[config.mk]
export PLATFORM = sky130hd
export DESIGN_NAME = rv32_dec_stage
export DESIGN_NICKNAME = d
export VERILOG_FILES = /design/src/rtl/rv32_pkg.sv /design/src/rtl/rv32_regfile.sv /design/src/rtl/rv32_dec_stage.sv
export SDC_FILE = /design/constraint.sdc
export NUM_CORES = 2
export LEC_CHECK = 0
export BUFFER_PORTS_ARGS = -buffer_cell sky130_fd_sc_hd__buf_2
export CAP_MARGIN = 20
export CORE_AREA = 8 8 370 372
export CTS_BUF_LIST = sky130_fd_sc_hd__clkbuf_8
export CTS_CLUSTER_SIZE = 8
export DETAILED_ROUTE_END_ITERATION = 12
export DIE_AREA = 0 0 378 380
export GPL_TIMING_DRIVEN = 0
export PLACE_DENSITY = 0.66
export SYNTH_ARGS = -nofsm -noshare
export SYNTH_HDL_FRONTEND = slang
export SYNTH_HIERARCHICAL = 1
export SYNTH_SLANG_ARGS = --single-unit
export TNS_END_PERCENT = 30
[constraint.sdc]
create_clock -name clk -period 3 [get_ports clk]
set_input_delay 0.6 -clock clk [delete_from_list [all_inputs] [get_ports clk]]
set_output_delay 0.6 -clock clk [all_outputs]
set_load 0.01 [all_outputs]
[src/rtl/rv32_pkg.sv]
// Shared RV32 decode definitions: base opcodes, immediate formats and the per-opcode
// decode record used by the decode stage.
package rv32_pkg;

    localparam logic [6:0] OpcLui    = 7'b0110111;
    localparam logic [6:0] OpcAuipc  = 7'b0010111;
    localparam logic [6:0] OpcJal    = 7'b1101111;
    localparam logic [6:0] OpcJalr   = 7'b1100111;
    localparam logic [6:0] OpcBranch = 7'b1100011;
    localparam logic [6:0] OpcLoad   = 7'b0000011;
    localparam logic [6:0] OpcStore  = 7'b0100011;
    localparam logic [6:0] OpcOpImm  = 7'b0010011;
    localparam logic [6:0] OpcOp     = 7'b0110011;
    localparam logic [6:0] OpcFence  = 7'b0001111;
    localparam logic [6:0] OpcSystem = 7'b1110011;

    typedef enum logic [2:0] {
        IMM_NONE,
        IMM_I,
        IMM_S,
        IMM_B,
        IMM_U,
        IMM_J,
        IMM_SHAMT
    } imm_fmt_e;

    typedef struct packed {
        logic     use_rs1;
        logic     use_rs2;
        logic     use_rd;
        imm_fmt_e fmt;
        logic     illegal;
    } dec_t;

    // Opcode-level decode only; register-index legality is checked by the stage.
    function automatic dec_t decode_opcode(input logic [6:0] opc, input logic [2:0] funct3);
        dec_t d;
        d.use_rs1 = 1'b0;
        d.use_rs2 = 1'b0;
        d.use_rd  = 1'b0;
        d.fmt     = IMM_NONE;
        d.illegal = 1'b0;
        case (opc)
            OpcLui, OpcAuipc: begin
                d.use_rd = 1'b1;
                d.fmt    = IMM_U;
            end
            OpcJal: begin
                d.use_rd = 1'b1;
                d.fmt    = IMM_J;
            end
            OpcJalr, OpcLoad: begin
                d.use_rs1 = 1'b1;
                d.use_rd  = 1'b1;
                d.fmt     = IMM_I;
            end
            OpcBranch: begin
                d.use_rs1 = 1'b1;
                d.use_rs2 = 1'b1;
                d.fmt     = IMM_B;
            end
            OpcStore: begin
                d.use_rs1 = 1'b1;
                d.use_rs2 = 1'b1;
                d.fmt     = IMM_S;
            end
            OpcOpImm: begin
                d.use_rs1 = 1'b1;
                d.use_rd  = 1'b1;
                d.fmt     = (funct3[1:0] == 2'b01) ? IMM_SHAMT : IMM_I;
            end
            OpcOp: begin
                d.use_rs1 = 1'b1;
                d.use_rs2 = 1'b1;
                d.use_rd  = 1'b1;
            end
            OpcFence, OpcSystem: d.fmt = IMM_I;
            default: d.illegal = 1'b1;
        endcase
        return d;
    endfunction

endpackage

[src/rtl/rv32_regfile.sv]
// Integer register file: NREG x XLEN, two combinational read ports, one write port,
// optional write-through so a same-cycle write is visible on the read ports.
module rv32_regfile #(
    parameter int unsigned XLEN   = 32,
    parameter int unsigned NREG   = 32,
    parameter int unsigned BYPASS = 1
) (
    input  logic            clk,
    input  logic            rst_n,
    input  logic [4:0]      raddr_a_i,
    output logic [XLEN-1:0] rdata_a_o,
    input  logic [4:0]      raddr_b_i,
    output logic [XLEN-1:0] rdata_b_o,
    input  logic            we_i,
    input  logic [4:0]      waddr_i,
    input  logic [XLEN-1:0] wdata_i
);

    localparam int unsigned AW = (NREG > 1) ? $clog2(NREG) : 1;

    logic [XLEN-1:0] mem_q [NREG];
    logic            wr_en;

    // x0 and out-of-range indices are never written.
    assign wr_en = we_i && (waddr_i != 5'd0) && (32'(waddr_i) < NREG);

    always_ff @(posedge clk or negedge rst_n) begin
        if (!rst_n) begin
            for (int i = 0; i < int'(NREG); i++) begin
                mem_q[i] <= '0;
            end
        end else if (wr_en) begin
            mem_q[waddr_i[AW-1:0]] <= wdata_i;
        end
    end

    always_comb begin
        rdata_a_o = '0;
        if (raddr_a_i != 5'd0 && 32'(raddr_a_i) < NREG) begin
            if (BYPASS != 0 && wr_en && waddr_i == raddr_a_i) begin
                rdata_a_o = wdata_i;
            end else begin
                rdata_a_o = mem_q[raddr_a_i[AW-1:0]];
            end
        end
    end

    always_comb begin
        rdata_b_o = '0;
        if (raddr_b_i != 5'd0 && 32'(raddr_b_i) < NREG) begin
            if (BYPASS != 0 && wr_en && waddr_i == raddr_b_i) begin
                rdata_b_o = wdata_i;
            end else begin
                rdata_b_o = mem_q[raddr_b_i[AW-1:0]];
            end
        end
    end

endmodule

[src/rtl/rv32_dec_stage.sv]
// RV32 decode stage: decodes one instruction per cycle into a registered EXE bundle, reads
// operands, and stalls on pending-register hazards tracked by a scoreboard.
module rv32_dec_stage
    import rv32_pkg::*;
#(
    parameter int unsigned XLEN      = 32,
    parameter int unsigned NREG      = 32,
    parameter int unsigned WB_BYPASS = 1
) (
    input  logic            clk,
    input  logic            rst_n,
    input  logic            in_valid_i,
    output logic            in_ready_o,
    input  logic [31:0]     in_instr_i,
    input  logic [XLEN-1:0] in_pc_i,
    input  logic            flush_i,
    output logic            out_valid_o,
    input  logic            out_ready_i,
    output logic [10:0]     out_op_o,
    output logic [XLEN-1:0] out_rs1_val_o,
    output logic [XLEN-1:0] out_rs2_val_o,
    output logic [XLEN-1:0] out_imm_o,
    output logic [4:0]      out_rd_o,
    output logic [XLEN-1:0] out_pc_o,
    output logic            out_illegal_o,
    input  logic            wb_valid_i,
    input  logic            wb_we_i,
    input  logic [4:0]      wb_rd_i,
    input  logic [XLEN-1:0] wb_data_i
);

    logic [6:0]      opc;
    logic [2:0]      funct3;
    logic [4:0]      rs1, rs2, rd_raw, rd_eff;
    dec_t            dec;
    logic            illegal;
    logic [31:0]     imm;
    logic [XLEN-1:0] rf_rs1, rf_rs2;
    logic            clr_rs1, clr_rs2, hazard, accept;

    logic [31:0]     pend_q, pend_d;
    logic            out_valid_q, out_valid_d;
    logic [10:0]     out_op_q, out_op_d;
    logic [XLEN-1:0] out_rs1_val_q, out_rs1_val_d;
    logic [XLEN-1:0] out_rs2_val_q, out_rs2_val_d;
    logic [XLEN-1:0] out_imm_q, out_imm_d;
    logic [4:0]      out_rd_q, out_rd_d;
    logic [XLEN-1:0] out_pc_q, out_pc_d;
    logic            out_illegal_q, out_illegal_d;

    assign opc    = in_instr_i[6:0];
    assign funct3 = in_instr_i[14:12];
    assign rd_raw = in_instr_i[11:7];
    assign rs1    = in_instr_i[19:15];
    assign rs2    = in_instr_i[24:20];
    assign dec    = decode_opcode(opc, funct3);

    assign illegal = dec.illegal
                   | (dec.use_rs1 && 32'(rs1) >= NREG)
                   | (dec.use_rs2 && 32'(rs2) >= NREG)
                   | (dec.use_rd  && 32'(rd_raw) >= NREG);
    assign rd_eff  = (dec.use_rd && !illegal) ? rd_raw : 5'd0;

    rv32_regfile #(
        .XLEN   (XLEN),
        .NREG   (NREG),
        .BYPASS (WB_BYPASS)
    ) u_regfile (
        .clk       (clk),
        .rst_n     (rst_n),
        .raddr_a_i (rs1),
        .rdata_a_o (rf_rs1),
        .raddr_b_i (rs2),
        .rdata_b_o (rf_rs2),
        .we_i      (wb_valid_i & wb_we_i),
        .waddr_i   (wb_rd_i),
        .wdata_i   (wb_data_i)
    );

    // A retiring write-back releases a waiting source in the same cycle; rd still waits.
    assign clr_rs1 = (WB_BYPASS != 0) && wb_valid_i && (wb_rd_i == rs1);
    assign clr_rs2 = (WB_BYPASS != 0) && wb_valid_i && (wb_rd_i == rs2);
    assign hazard  = (dec.use_rs1 && pend_q[rs1] && !clr_rs1)
                   | (dec.use_rs2 && pend_q[rs2] && !clr_rs2)
                   | pend_q[rd_eff];

    assign in_ready_o = rst_n & (flush_i | ((!out_valid_q | out_ready_i) & !hazard));
    assign accept     = in_valid_i & in_ready_o & !flush_i;

    always_comb begin
        imm = '0;
        unique case (dec.fmt)
            IMM_I:     imm = {{20{in_instr_i[31]}}, in_instr_i[31:20]};
            IMM_S:     imm = {{20{in_instr_i[31]}}, in_instr_i[31:25], in_instr_i[11:7]};
            IMM_B:     imm = {{19{in_instr_i[31]}}, in_instr_i[31], in_instr_i[7],
                              in_instr_i[30:25], in_instr_i[11:8], 1'b0};
            IMM_U:     imm = {in_instr_i[31:12], 12'b0};
            IMM_J:     imm = {{11{in_instr_i[31]}}, in_instr_i[31], in_instr_i[19:12],
                              in_instr_i[20], in_instr_i[30:21], 1'b0};
            IMM_SHAMT: imm = {27'b0, in_instr_i[24:20]};
            default:   imm = '0;
        endcase
    end

    always_comb begin
        out_valid_d   = out_valid_q;
        out_op_d      = out_op_q;
        out_rs1_val_d = out_rs1_val_q;
        out_rs2_val_d = out_rs2_val_q;
        out_imm_d     = out_imm_q;
        out_rd_d      = out_rd_q;
        out_pc_d      = out_pc_q;
        out_illegal_d = out_illegal_q;
        if (flush_i) begin
            out_valid_d = 1'b0;
        end else if (accept) begin
            out_valid_d   = 1'b1;
            out_op_d      = {in_instr_i[30] & ((opc == OpcOp) |
                             ((opc == OpcOpImm) & (funct3 == 3'b101))), funct3, opc};
            out_rs1_val_d = dec.use_rs1 ? rf_rs1 : '0;
            out_rs2_val_d = dec.use_rs2 ? rf_rs2 : '0;
            out_imm_d     = XLEN'(imm);
            out_rd_d      = rd_eff;
            out_pc_d      = in_pc_i;
            out_illegal_d = illegal;
        end else if (out_ready_i) begin
            out_valid_d = 1'b0;
        end
    end

    always_comb begin
        pend_d = pend_q;
        if (wb_valid_i) begin
            pend_d[wb_rd_i] = 1'b0;
        end
        if (flush_i && out_valid_q) begin
            pend_d[out_rd_q] = 1'b0;
        end
        if (accept) begin
            pend_d[rd_eff] = 1'b1;
        end
        pend_d[0] = 1'b0;
    end

    always_ff @(posedge clk or negedge rst_n) begin
        if (!rst_n) begin
            pend_q        <= '0;
            out_valid_q   <= 1'b0;
            out_op_q      <= '0;
            out_rs1_val_q <= '0;
            out_rs2_val_q <= '0;
            out_imm_q     <= '0;
            out_rd_q      <= '0;
            out_pc_q      <= '0;
            out_illegal_q <= 1'b0;
        end else begin
            pend_q        <= pend_d;
            out_valid_q   <= out_valid_d;
            out_op_q      <= out_op_d;
            out_rs1_val_q <= out_rs1_val_d;
            out_rs2_val_q <= out_rs2_val_d;
            out_imm_q     <= out_imm_d;
            out_rd_q      <= out_rd_d;
            out_pc_q      <= out_pc_d;
            out_illegal_q <= out_illegal_d;
        end
    end

    assign out_valid_o   = out_valid_q;
    assign out_op_o      = out_op_q;
    assign out_rs1_val_o = out_rs1_val_q;
    assign out_rs2_val_o = out_rs2_val_q;
    assign out_imm_o     = out_imm_q;
    assign out_rd_o      = out_rd_q;
    assign out_pc_o      = out_pc_q;
    assign out_illegal_o = out_illegal_q;

endmodule

==> flow_summary.ini <==
[die]
chipHeight_um = 380
rows = 133
floorplan.core_area_um2 = 130800
ioPinCount = 255
chipWidth_um = 378
die_area_um2 = 143600
floorplan.initialDensity = 0.4968

[cells_and_area]
finish.net_count = 5535
area_growth_syn_to_layout_pct = 15.07
filler_cell_count = 10890
final_layout_size_suffix_gt1_frac = 0.4275
finish.cell_count_without_fillers = 7358

[synth]
postSynth.topFlopCell = dfrtp_1
synth_mux_area_frac = 0.3815
synth_edf_count = 0
synth_xor_xnor_area_share = 0.002831
synthCells = 4854
synth.largest_area_cell = dfrtp_1
synth_top_family_by_area = multiplexers
synthesized_area_divided_by_synthesized_cell_count_um2 = 13.39
synth_compound_area_frac = 0.06739
synth_nets = 4962
netlist_top_cells_area = dfrtp_1 (46%), mux2_2 (19%), mux4_2 (12%)
synth.cell_area_um2 = 64980
postSynth.asyncResetShare = 1.000
synth_top_area_frac = 0.4625
seq_area_frac_synth = 0.4625
post_synth_fa_ha_maj_area_fraction = 0
synth_most_common_cell = dfrtp_1
postSynthRegisterBits = 1201
netlist_top_cells_count = dfrtp_1 (1201), mux2_2 (1105), mux2i_1 (413)
ys.warnings.count = 6
synthSimpleGateAreaFrac = 0.04009
synthDistinctLibCells = 76

[clocking]
clock-sinks = 1201
clk_path_buf_depth = 3
clkSlewWorstSetupHoldPaths_ns = 0.06
cts_tree = built
numCtsBuffers = 204
clk_root_buffer_cell = clkbuf_8
cts_htree_levels = 4
clk-insertion-delay-late_ns = 0.98

[sta]
tightest_slew_ns = 1.343
final-setup-viol-count = 63
period_needed_ns = 3.580
slew_violations = 0
worst_slack_ns = -0.5798
layout_worst_path_cycle_share = 1.193
fmax_mhz = 279.3
setup_tns_ns = -9.507
rsz0062_at_grt = true
skew_ns = 0.04885
timing.max_slew.rel_slack = 0.1047
finalHoldViolCount = 0

[power_and_ir_drop]
peakVddDrop_uv = 462.7
pwr_density_cell_nw_per_um2 = 582.9
static-leakage-power_nw = 33.86

[critical_path]
timing.critical_path.fanout_max = 4
worstPathCellList = mux4_2 -> a2111oi_1 -> a311o_1 -> and4b_1 -> o21a_1 -> buf_6
critical_path_buf_inv_count = 1
cp_top_family = compound AO/OA/AOI/OAI gates
timing.critical_path.to_type = output port
critical-path-max-stage-delay_ns = 0.49
cp.arrival_ns = 2.98
critical_path_cell_count = 6
critical_path.startpoint_type = flop
timing.reg2reg.worst_path_depth = 9
cpMaxStageDelayCell = mux4_2
required_ns = 2.40
path_class = flop to output port

[worst_hold_path]
hold-path-cell-count = 3
worst_hold_path_type = input port to flop

[drt]
routed_wirelength_mm = 313.9
drc = 0
detail_route.iter0.violations = 8437
via_count = 53130
routed_via_density = 7.220
firstDrtPassIters = 9
routed_wire_length_per_instance_um = 42.66
number_of_nets_still_failing_antenna_checks_after_routing = 0

[place]
placement.setup.worst_slack_ns = -2.177
global_placement_routability_congestion = 1.076
portBuffers = 248
numPlacedInstances = 6909
place_hpwl_mm = 222.9

[global_route]
grt_antenna_before_repair = 34
grt_overflow_total = 0
grt_start_max_net_pins = 164
global_route_wire_length_before_repair_mm = 421.5
track_usage = 0.4239
grt_pass1_vias = 50710

[job]
drv_cap = 0

[outcome]
failed_checks = negative setup slack
run_status = finished with violations
-- layout make-up --
class                      count  area, um2  area share
multi-input combinational   3032      32360      0.4327
sequential                  1201      30050      0.4019
clock buffer                 255       3510     0.04694
timing repair buffer         371       2897     0.03874
buffer                       509       2759     0.03690
tap                         1755       2196     0.02937
clock inverter               103      530.5    0.007095
inverter                     108      409.1    0.005472
antenna                       24      60.06   0.0008032
-- kinds of logic (layout without fill, tap and decap cells) --
kind of cell | after synthesis | count (layout)
AO/OA/AOI/OAI | 604 | 604
XOR/XNOR | 21 | 21
buffers and inverters | 621 | 1346
flip-flops | 1201 | 1201
multiplexers | 1892 | 1892
other | 0 | 24
AND/OR/NAND/NOR | 515 | 515
-- timing repair --
action / 4_1_cts / 5_1_grt
pin swaps: 3 / 3
hold buffers: 63 / 1
setup endpoints to repair: 58 / 310
gates resized for setup: 84 / 101
cloned: 0 / 2
hold endpoints to repair: 187 / 164
buffers inserted: 6 / 0
-- worst paths after layout --
path                                                   start  slack [ns]                           endpoint
max                                      pend_q[4]$_DFF_PN0_       -0.58                         in_ready_o
min                                           in_instr_i[24]        0.08          out_imm_o[24]$_DFFE_PN0P_
max reg2reg                              pend_q[4]$_DFF_PN0_        0.08      out_rs2_val_o[24]$_DFFE_PN0P_
min reg2reg                u_regfile/mem_q[1022]$_DFFE_PN0P_        0.48  u_regfile/mem_q[1022]$_DFFE_PN0P_
max in group asynchronous                              rst_n        0.19   u_regfile/mem_q[195]$_DFFE_PN0P_
min in group asynchronous                              rst_n        0.55  u_regfile/mem_q[1012]$_DFFE_PN0P_
-- power by group --
part	internal [mW]	total, mW	switching, mW	leakage (nW)
Sequential	18.2	19.7	1.50	16.0
Clock	7.77	15.0	7.18	2.35
Combinational	3.94	8.97	5.03	15.5
Total	29.9	43.6	13.7	33.9
-- stage by stage --
step	total power, mW	area, um2	utilization	hold WS (ns)
after floorplan	24.40	64980	-	0.3044
after global placement	27.79	68420	0.5231	0.4550
after detailed placement	28.09	69350	0.5302	0.4643
after CTS	42.99	74350	0.5684	0.0002653
after global routing	44.62	74720	0.5713	0.06477
final	43.59	74770	0.5717	0.08374
-- per-layer routing --
layer / global-route usage / part of all wire / up-vias
li1: - / - / 19600
met1: 0.5130 / 0.35 / 27160
met2: 0.5592 / 0.39 / 4891
met3: 0.2344 / 0.16 / 1463
met4: 0.3118 / 0.096 / 20
met5: 0.01650 / 0.0011 / -
-- state kept, by name (all words and copies together) (netlist names) --
name             cells
out_valid_o          1
out_rs1_val_o       32
out_illegal_o        1
out_op_o            11
out_pc_o            32
u_regfile/mem_q   1024
out_rs2_val_o       32
out_imm_o           32
pend_q              31
out_rd_o             5
-- worst register-to-register path: cells and delay by family (launching register included) --
| family | cells | cell delay, ns |
|---|---|---|
| DFF | 1 | 0.44 |
| and+or+nand+nor | 1 | 0.22 |
| buffers and inverters | 4 | 0.83 |
| AOI/OAI and AO/OA | 2 | 0.61 |
| muxes | 2 | 0.72 |
-- placed cells by master (no fill, tap or decap), drive strengths merged, types with 6 or more instances in the layout --
master,netlist,routed
clkbuf,248,514
a221oi,82,82
nor2,111,111
nand2,137,137
o22ai,63,63
mux2,1124,1124
a21oi,85,85
mux4,355,355
o41ai,17,17
nor4,18,18
a221o,43,43
mux2i,413,413
nor3b,20,20
a22oi,45,45
a31oi,8,8
clkinvlp,0,6
o21ai,106,106
nor2b,33,33
nand3,23,23
dfrtp,1201,1201
buf,265,557
or2,9,9
a2111oi,32,32
diode,0,24
nand2b,27,27
or4,17,17
o221ai,42,42
xnor2,16,16
nor3,68,68
and2,7,7
a211o,8,8
a22o,9,9
dlygate4sd3,0,61
clkinv,2,18
nand3b,17,17
inv,106,185
a211oi,32,32
or3,6,6
No activity file was read; power rests on OpenSTA's default activity.
